**src/rtl/apb_master.sv**
```systemverilog
// Single-outstanding APB master: IDLE -> SETUP -> ACCESS -> RESP, all outputs decoded from flops.
// Optional ACCESS-phase timeout enabled by defining APB_MASTER_TIMEOUT_EN (limit = TIMEOUT_CYCLES).
module apb_master #(
   parameter int unsigned TIMEOUT_CYCLES = 16
) (
   input  logic        sys_clk,
   input  logic        sys_rst_n,
   input  logic        cmd_valid,
   output logic        cmd_ready,
   input  logic        cmd_write,
   input  logic [31:0] cmd_addr,
   input  logic [31:0] cmd_wdata,
   input  logic [3:0]  cmd_strb,
   output logic        rsp_valid,
   output logic [31:0] rsp_rdata,
   output logic        rsp_err,
   output logic        tim_psel,
   output logic        tim_penable,
   output logic        tim_pwrite,
   output logic [31:0] tim_paddr,
   output logic [31:0] tim_pwdata,
   output logic [3:0]  tim_pstrb,
   input  logic [31:0] tim_prdata,
   input  logic        tim_pready,
   input  logic        tim_pslverr
);

   typedef enum logic [1:0] {
      IDLE   = 2'd0,
      SETUP  = 2'd1,
      ACCESS = 2'd2,
      RESP   = 2'd3
   } state_t;

   state_t      state_q, state_d;
   logic        pwrite_q, pwrite_d;
   logic [31:0] paddr_q, paddr_d;
   logic [31:0] pwdata_q, pwdata_d;
   logic [3:0]  pstrb_q, pstrb_d;
   logic [31:0] rsp_rdata_q, rsp_rdata_d;
   logic        rsp_err_q, rsp_err_d;

`ifdef APB_MASTER_TIMEOUT_EN
   localparam int unsigned CW = $clog2(TIMEOUT_CYCLES + 1);
   logic [CW-1:0] tcnt_q, tcnt_d;
`else
   logic unused_timeout_cfg;
   assign unused_timeout_cfg = (TIMEOUT_CYCLES != 0);
`endif

   // NOTE: every *_d gets a default first so no path through the case can infer a latch.
   always_comb begin
      state_d     = state_q;
      pwrite_d    = pwrite_q;
      paddr_d     = paddr_q;
      pwdata_d    = pwdata_q;
      pstrb_d     = pstrb_q;
      rsp_rdata_d = rsp_rdata_q;
      rsp_err_d   = rsp_err_q;
`ifdef APB_MASTER_TIMEOUT_EN
      tcnt_d      = tcnt_q;
`endif
      unique case (state_q)
         IDLE: begin
            if (cmd_valid) begin
               if (cmd_addr[1:0] != 2'b00) begin
                  // Misaligned: answer with an error and never touch the bus.
                  rsp_err_d   = 1'b1;
                  rsp_rdata_d = '0;
                  state_d     = RESP;
               end else begin
                  pwrite_d = cmd_write;
                  paddr_d  = cmd_addr;
                  pwdata_d = cmd_wdata;
                  pstrb_d  = cmd_write ? cmd_strb : 4'h0;
                  state_d  = SETUP;
               end
            end
         end
         SETUP: begin
            state_d = ACCESS;
`ifdef APB_MASTER_TIMEOUT_EN
            tcnt_d  = '0;
`endif
         end
         ACCESS: begin
            if (tim_pready) begin
               rsp_err_d   = tim_pslverr;
               rsp_rdata_d = pwrite_q ? 32'h0 : tim_prdata;
               state_d     = RESP;
            end
`ifdef APB_MASTER_TIMEOUT_EN
            // tcnt_q counts completed ACCESS cycles, so this is the last allowed one.
            else if (tcnt_q == CW'(TIMEOUT_CYCLES - 1)) begin
               rsp_err_d   = 1'b1;
               rsp_rdata_d = '0;
               state_d     = RESP;
            end else begin
               tcnt_d = tcnt_q + 1'b1;
            end
`endif
         end
         RESP: state_d = IDLE;
         default: state_d = IDLE;
      endcase
   end

   // NOTE: sequential state uses non-blocking assignments only, so every flop samples pre-edge values.
   always_ff @(posedge sys_clk or negedge sys_rst_n) begin
      if (!sys_rst_n) begin
         state_q     <= IDLE;
         pwrite_q    <= 1'b0;
         paddr_q     <= '0;
         pwdata_q    <= '0;
         pstrb_q     <= '0;
         rsp_rdata_q <= '0;
         rsp_err_q   <= 1'b0;
`ifdef APB_MASTER_TIMEOUT_EN
         tcnt_q      <= '0;
`endif
      end else begin
         state_q     <= state_d;
         pwrite_q    <= pwrite_d;
         paddr_q     <= paddr_d;
         pwdata_q    <= pwdata_d;
         pstrb_q     <= pstrb_d;
         rsp_rdata_q <= rsp_rdata_d;
         rsp_err_q   <= rsp_err_d;
`ifdef APB_MASTER_TIMEOUT_EN
         tcnt_q      <= tcnt_d;
`endif
      end
   end

   assign cmd_ready   = (state_q == IDLE);
   assign rsp_valid   = (state_q == RESP);
   assign tim_psel    = (state_q == SETUP) || (state_q == ACCESS);
   assign tim_penable = (state_q == ACCESS);
   assign tim_pwrite  = pwrite_q;
   assign tim_paddr   = paddr_q;
   assign tim_pwdata  = pwdata_q;
   assign tim_pstrb   = pstrb_q;
   assign rsp_rdata   = rsp_rdata_q;
   assign rsp_err     = rsp_err_q;

endmodule

```
**config.mk**
```make
export PLATFORM = sky130hd
export DESIGN_NAME = apb_master
export DESIGN_NICKNAME = d
export VERILOG_FILES = /design/src/rtl/apb_master.sv
export SDC_FILE = /design/constraint.sdc
export NUM_CORES = 1
export LEC_CHECK = 0
export CORE_MARGIN = 1.5
export CORE_UTILIZATION = 48
export DETAILED_ROUTE_END_ITERATION = 10
export DONT_BUFFER_PORTS = 1
export GPL_ROUTABILITY_DRIVEN = 1
export GPL_TIMING_DRIVEN = 1
export PLACE_DENSITY = 0.62
export SLEW_MARGIN = 20
export SYNTH_ARGS = -nofsm -noshare
export SYNTH_HDL_FRONTEND = slang
export SYNTH_SLANG_ARGS = --single-unit
export TNS_END_PERCENT = 100
```
**constraint.sdc**
```tcl
create_clock -name sys_clk -period 2.35 [get_ports sys_clk]
set_clock_uncertainty 0.1 [all_clocks]
set_input_delay 0.47 -clock sys_clk [delete_from_list [all_inputs] [get_ports sys_clk]]
set_output_delay 0.47 -clock sys_clk [all_outputs]
set_load 0.03 [all_outputs]
```
# After elaboration in Yosys (flattened, before gate mapping)
# Index checks and enable logic that the tools add are counted.
# Widths: inputs -> output; s select.
[totals]
latch_bits = 0
register_bits = 104
inputBits = 106
mem_count = 0
rom_bits = 0
elab_cells = 35
out_inout_bits = 106
ramBits = 0
[classes]
bitwise = 1
n_eq_ne = 6
div = 0
n_shift = 0
reduce_logical = 7
n_lt_le_gt_ge = 0
mul = 0
muxes = 14
n_addsub = 0
[ops]
columns = ["op", "n"]
rows = [
  ["$mux 32", 4],
  ["$pmux 32 s2", 1],
  ["$pmux 2 s4", 1],
  ["$mux 2", 3],
  ["$eq 2x2->1 const B", 2],
  ["$mux 4", 1],
  ["$ne 2x1->1 const B", 2],
  ["$reduce_and 4->1", 1],
  ["$reduce_bool 2->1", 2],
  ["$mux 1", 3],
  ["$reduce_and 3->1", 1],
  ["$eq 2x1->1 const B", 1],
  ["$logic_not 2->1", 1],
  ["$ne 2x2->1 const B", 1],
  ["$pmux 1 s2", 1],
  ["$reduce_and 2->1", 1],
  ["$logic_or 1x1->1", 1],
  ["$not 1->1", 1],
]

# Longest topological paths before layout
# Gate-level depths: netlist of run 1.
[logic_depth]
ltp_word = 4
mapped_depth = 8
depth_no_buf = 5

# Worst setup path before layout of run 1
# Ideal clock, no wire load.
[synth_path]
path_type = "register to register"
startpoint = "register state_q[0]"
endpoint = "register paddr_q[11] (netlist: tim_paddr[11])"
path_buffers = 3
path_slack_ns = 0.360
synth_period_minus_slack_ns = 1.990
setup_ns = 0.125
path_stages_with_launch = 8
arrival_time_ns = 1.766
required_time_ns = 2.125
path_cell_list = "dfrtp_1 > inv_1 > ha_1 > clkbuf_2 > nand4bb_1 > buf_2 > buf_6 > mux2_2"
[synth_via]
elab_chain_len = 2
[synth_rtl]
columns = ["item", "line", "rtl"]
rows = [
  ["start: declaration", "35", "state_t state_q, state_d;"],
  ["start signal: assignment", "122", "state_q <= state_d;"],
  ["$logic_not 2->1", "-", ""],
  ["named net cmd_ready", "9", "output logic cmd_ready,"],
  ["$reduce_and 3->1 (no line)", "-", ""],
  ["end signal: assignment", "124", "paddr_q <= paddr_d;"],
  ["end: declaration", "37", "logic [31:0] paddr_q, paddr_d;"],
]
# The timed path passes the listed nets, and every way through them passes these cells.
# A chain may end at the register's enable or synchronous reset.

# Final worst setup path of run 1
[layout_path]
startpoint = "register state_q[0]"
endpoint = "output cmd_ready"
[layout_via]
elab_chain_len = 1
[layout_rtl]
columns = ["item", "line", "rtl"]
rows = [
  ["$logic_not 2->1", "135", "assign cmd_ready = (state_q == IDLE);"],
  ["end: declaration", "9", ""],
]
# No other way between the ends.

==> qor.txt, run 1 <==
Worst-path cell chain: inv_1 -> ha_1 -> buf_4
Switching pwr: 3.416 mW
Hold Crit Class: primary input to async pin
Distinct cell type count after synthesis: 25
RR Startpoint: state_q[0]
CTS tree: done
Logic pwr share: 20.5%
Syn nets: 363
H-tree levels: 3
Synth Instances: 253
Power Internal: 3.891 mW
Avg WL per Cell: 20.86 µm
Fillers: 673
DRC: 0
Multi-input logic area: 1251 µm²
Critical Path Start: state_q[0]
Setup violations, final: 0
Critical Path Sink Type: primary output
Sequential cell area: 2603 µm²
Placed Cells incl. Taps: 349
Synth Cell Area: 3988 µm²
Crit share post-route: 87.72%
Initial antenna violation count: 0
Critical path arrival: 1.49 ns
Max-Cap Viols: 0
Number of global-route vias before repair: 2154
Internal reg-to-reg setup slack: 0.43 ns
Pwr per Cell Area: 1722 nW/µm²
Sw frac: 46.75%
Clk buf depth: 2
WP depth: 3
Fin cells: 363
YS warnings: 0
Drt total wl: 7571 µm
Slowest cell on crit path: dfrtp_1
Clk network pwr share: 14.5%
Avg Inst Size Synth: 15.76 µm²
Via Count: 2089
Total die area: 8863 µm²
Row cnt: 33
GRT Overall Usage: 16.86%
Initial core utilization: 49.02%
Final Net Count: 365
Antenna fix cells: 0
Buf/Inv on CP: 2
Die H: 94.15 µm
Commonest cells in the netlist: dfrtp_1, mux2_2, a22o_1
CTS buffer count: 9
Fraction of synthesis flops using an asynchronous set or reset pin: 100.0%
RSZ-0062 raised after global routing: no
CORE AREA: 8134 µm²
CTS Sinks: 104
Crit path required time: 1.78 ns
Critical setup path kind: flip-flop to primary output
Hold Vio Cnt, Final: 104
Global-route wire length before repair: 11250 µm
Maximum vdd ir drop: 0.0006386 V
IO Pins: 212
Tightest Pin Transition: 0.4583 ns
Setup TNS: 0 ns
CTS clock-pin slew for the worst setup and hold paths: 0.09 ns
Sequential share of the synthesized area: 65.27%
Buffers added on ports: 0
Synth top area share: 65.27%
Postcts setup bufs: 0
Initial DRT Pass Iterations: 4
Static Leak: 1.960 nW
Synth Register Bits: 104
Crit-path max FO: 7
Die X: 94.15 µm
CP startpoint kind: flip-flop
Count leader, synth: dfrtp_1
R2r endpoint: rsp_rdata[18]
Critical path destination: cmd_ready
Routability congestion estimate: 0.7510
Clock Latency Late Sink: 0.34 ns
Slowest cell delay on critical path: 0.41 ns
Area delta synth->final: 6.432%
Failing checks: negative hold slack
Max Slew Vio Count: 0
Worst R2R Path Depth: 6
Drt via density: 5.755
Layout cells sized above 1: 33.72%
Initial DRC count: 63
Hold slack final: -0.2991 ns
Slew HR: 69.45%
Antenna Nets Post-Route: 0
Main synth FF type: dfrtp_1
Post-detail-place hpwl: 5333 µm
CTS resizes: 0
Crit path time final: 2.061 ns
Largest net degree at the start of global routing: 105
Post-synth top area cell: dfrtp_1
Status: finished with violations
Delay-heaviest family, CP: flip-flops
Top post-synthesis cells by area: dfrtp_1, mux2_2, a22o_1
Sequential power share: 65.1%
Post-synth EDFFs: 0
CTS root buffer: clkbuf_8
Fmax: 485.1 MHz
Total gr overflow: 0
-- state kept, by name (all words and copies together), names as in the netlist --
signal / count
rsp_err: 1
rsp_rdata: 32
state_q: 2
tim_paddr: 32
tim_pstrb: 4
tim_pwdata: 32
tim_pwrite: 1
-- kinds of logic (layout without fill, tap and decap cells) --
kind of cell / Yosys count / count (layout) / share of synthesized area [%]
AO/OA/AOI/OAI: 46 / 46 / 9.822
adder cells (fa/ha/maj): 4 / 4 / 1.255
buffers and inverters: 20 / 25 / 3.765
flip-flops: 104 / 104 / 65.27
multiplexers: 63 / 63 / 17.79
AND/OR/NAND/NOR: 16 / 16 / 2.103
-- power by group through the flow --
stage                     registers, mW  logic [mW]  clock network (mW)
final                              4.75        1.49                1.06
after CTS                          4.77        1.52                1.10
after floorplan                    4.60        1.35                   0
after detailed placement           4.80        1.51                   0
after global routing               4.87        1.65                1.17
after global placement             4.80        1.45                   0
-- routing by layer --
metal / GRT usage, % / wire length, µm / vias up
li1: - / - / 911
met4: 5.846 / 132 / 0
met5: 0 / 0 / -
met2: 27.34 / 3756 / 125
met1: 19.20 / 2762 / 1041
met3: 8.414 / 921 / 12
-- per-stage QoR --
step	utilization, %	worst slack [ns]	power, mW	cell area (µm²)
finish	52.18	0.2886	7.306	4244
global placement	49.93	0.4567	6.248	4061
floorplan	-	0.3597	5.951	3988
global route	52.18	0.1608	7.685	4244
CTS	52.18	0.2557	7.385	4244
detailed placement	49.93	0.4553	6.312	4061
-- worst min path at each step --
stage | from | end | depth (start not counted)
after floorplan | sys_rst_n | rsp_err | 0
after global placement | sys_rst_n | rsp_rdata[10] | 0
after detailed placement | sys_rst_n | rsp_rdata[10] | 0
after CTS | sys_rst_n | tim_pwdata[19] | 0
after global routing | sys_rst_n | rsp_rdata[6] | 0
final | sys_rst_n | rsp_rdata[6] | 0
-- placed cells by master, fill, tap and decap left out, drive strengths merged --
cell / count
a2111oi: 1
a21o: 1
a21oi: 2
a22o: 32
a22oi: 1
and2: 2
buf: 6
bufinv: 1
clkbuf: 9
clkinv: 1
clkinvlp: 2
dfrtp: 104
ha: 4
inv: 6
mux2: 63
nand2: 8
nand2b: 1
nand4bb: 1
nor2: 1
nor2b: 1
nor3b: 1
o211ai: 1
o21ai: 6
o22a: 1
o2bb2ai: 1
or2: 1
-- cell type report --
class	instances	share of cell area [%]
clock inverter	5	1.386
tap	105	3.096
inverter	5	0.4422
clock buffer	9	2.919
sequential	104	61.32
multi-input combinational	129	29.48
timing repair buffer	6	1.356
Note: power is estimated with default switching activity, not from simulation.
==> run 2: changes to the inputs <==
CORE_MARGIN = not set   (was 1.5)
==> qor.txt, run 2 (synthesis gave the netlist of run 1 again) <==
CTS clock-pin slew for the worst setup and hold paths: 0.10 ns (about the same)
WP depth: 3 (unchanged)
Worst-path cell chain: inv_1 -> ha_1 -> buf_4
Largest net degree at the start of global routing: 105 (unchanged)
Placed Cells incl. Taps: 346 (-0.86%)
Total gr overflow: 0 (unchanged)
Slowest cell on crit path: ha_1
Clk buf depth: 2 (unchanged)
Pwr per Cell Area: 1727 nW/µm² (+0.30%)
Critical setup path kind: flip-flop to primary output
Crit path time final: 2.097 ns (+0.03529 ns)
Crit-path max FO: 8 (+1)
Area delta synth->final: 6.997%
IO Pins: 212 (unchanged)
Max-Cap Viols: 0 (unchanged)
Clock Latency Late Sink: 0.35 ns (about the same)
Initial core utilization: 50.56% (+1.5 points)
Avg WL per Cell: 21.57 µm (+3.4%)
GRT Overall Usage: 18.08% (+1.2 points)
Drt total wl: 7786 µm (+2.8%)
CTS root buffer: clkbuf_8
CORE AREA: 7888 µm² (-3.0%)
Via Count: 2100 (+0.53%)
Crit path required time: 1.78 ns (about the same)
Fin cells: 361 (-0.55%)
Sequential cell area: 2603 µm² (unchanged)
Post-place setup slack: 0.3933 ns (-0.06200 ns)
Initial antenna violation count: 0 (unchanged)
Number of global-route vias before repair: 2176 (+1.0%)
Crit share post-route: 89.22% (+1.5 points)
Final Net Count: 365 (unchanged)
Routability congestion estimate: 0.7323 (-2.5%)
Initial DRT Pass Iterations: 4 (unchanged)
Pwr Total: 7.367 mW (+0.83%)
Post-detail-place hpwl: 5483 µm (+2.8%)
Drt via density: 5.817 (+1.1%)
Leading cell type in the layout, fill and taps excluded: dfrtp_1
Failing checks: negative hold slack
Setup ws final: 0.2533 ns (-0.03529 ns)
H-tree levels: 3 (unchanged)
Fmax: 476.9 MHz (-1.7%)
Slowest cell delay on critical path: 0.41 ns (about the same)
Row cnt: 32 (-3.0%)
Layout cells sized above 1: 33.59% (-0.13 points)
CTS buffer count: 9 (unchanged)
Critical path arrival: 1.53 ns (+0.04 ns)
Global-route wire length before repair: 11790 µm (+4.8%)
Status: finished with violations
Buf/Inv on CP: 2 (unchanged)
Antenna Nets Post-Route: 0 (unchanged)
Final Cell Area: 4267 µm² (+0.53%)
Most frequent cells in the layout: dfrtp_1, mux2_2, a22o_1
CP startpoint kind: flip-flop
Static Leak: 1.975 nW (+0.73%)
Maximum vdd ir drop: 0.0007291 V (+14%)
Buffers added on ports: 0 (unchanged)
Antenna fix cells: 0 (unchanged)
Delay-heaviest family, CP: adder cells
Max Slew Vio Count: 0 (unchanged)
Critical Path Sink Type: primary output
Slew HR: 68.70% (-0.75 points)
Die H: 93.15 µm (-1.1%)
Hold slack final: -0.3075 ns (-0.008392 ns)
RSZ-0062 raised after global routing: no
CTS tree: done
Tightest Pin Transition: 0.4695 ns (+0.01127 ns)
Total die area: 8676 µm² (-2.1%)
Die X: 93.15 µm (-1.1%)
Hold Crit Class: primary input to async pin
Placed inst area: 4070 µm² (+0.22%)
Worst R2R Path Depth: 6 (unchanged)
Hold Vio Cnt, Final: 104 (unchanged)
DRC: 0 (unchanged)
Initial DRC count: 62 (-1.6%)
Multi-input logic area: 1251 µm² (unchanged)
Fillers: 658 (-2.2%)
Postcts setup bufs: 0 (unchanged)
CTS Sinks: 104 (unchanged)
Setup TNS: 0 ns (unchanged)
CTS resizes: 0 (unchanged)
Setup violations, final: 0 (unchanged)
## run 2: per-layer routing
metal,vias to the layer above,part of all wire (%),GRT usage [%]
met5,-,0,0
met4,0,1.9,6.923
met3,15,12,8.130
met2,136,49,28.68
met1,1045,37,21.63
li1,904,-,-
## run 2: through the flow
stage	util (%)	hold slack (ns)
6_report	54.09	-0.3075
5_1_grt	54.09	-0.3385
4_1_cts	54.09	-0.3240
3_5_place_dp	51.60	0.07674
3_3_place_gp	51.60	0.07641
2_1_floorplan	-	0.07441
## run 2: report_power, final
part | leakage (nW) | internal (mW) | total (mW) | switching [mW]
sequential | 1.29 | 2.58 | 4.76 | 2.18
clock | 0.0956 | 0.520 | 1.08 | 0.564
combinational | 0.586 | 0.832 | 1.53 | 0.695
## run 2: layout make-up
cell class	instances	area share, %
flip-flops and latches	104	61.00
multi-input cells	129	29.33
clock buffers	11	3.314
well taps	102	2.991
repair buffers	6	1.642
clock inverters	4	1.290
inverters	5	0.4399
## run 2: worst paths after layout
path | from | endpoint | slack (ns)
max reg2reg | state_q[0] | rsp_rdata[24] | 0.38
max in group asynchronous | sys_rst_n | rsp_rdata[7] | 2.26
max | state_q[0] | cmd_ready | 0.25
min | sys_rst_n | rsp_rdata[21] | -0.31
min reg2reg | state_q[0] | state_q[0] | 0.43
min in group sys_clk | tim_prdata[21] | rsp_rdata[21] | 0.14
==> run 3: changes to the inputs <==
CAP_MARGIN = 20   (was not set)
CTS_CLUSTER_DIAMETER = 40   (was not set)
==> results of run 3 <==
Same layout as run 2: the final DEF is identical, and so are final timing and power.
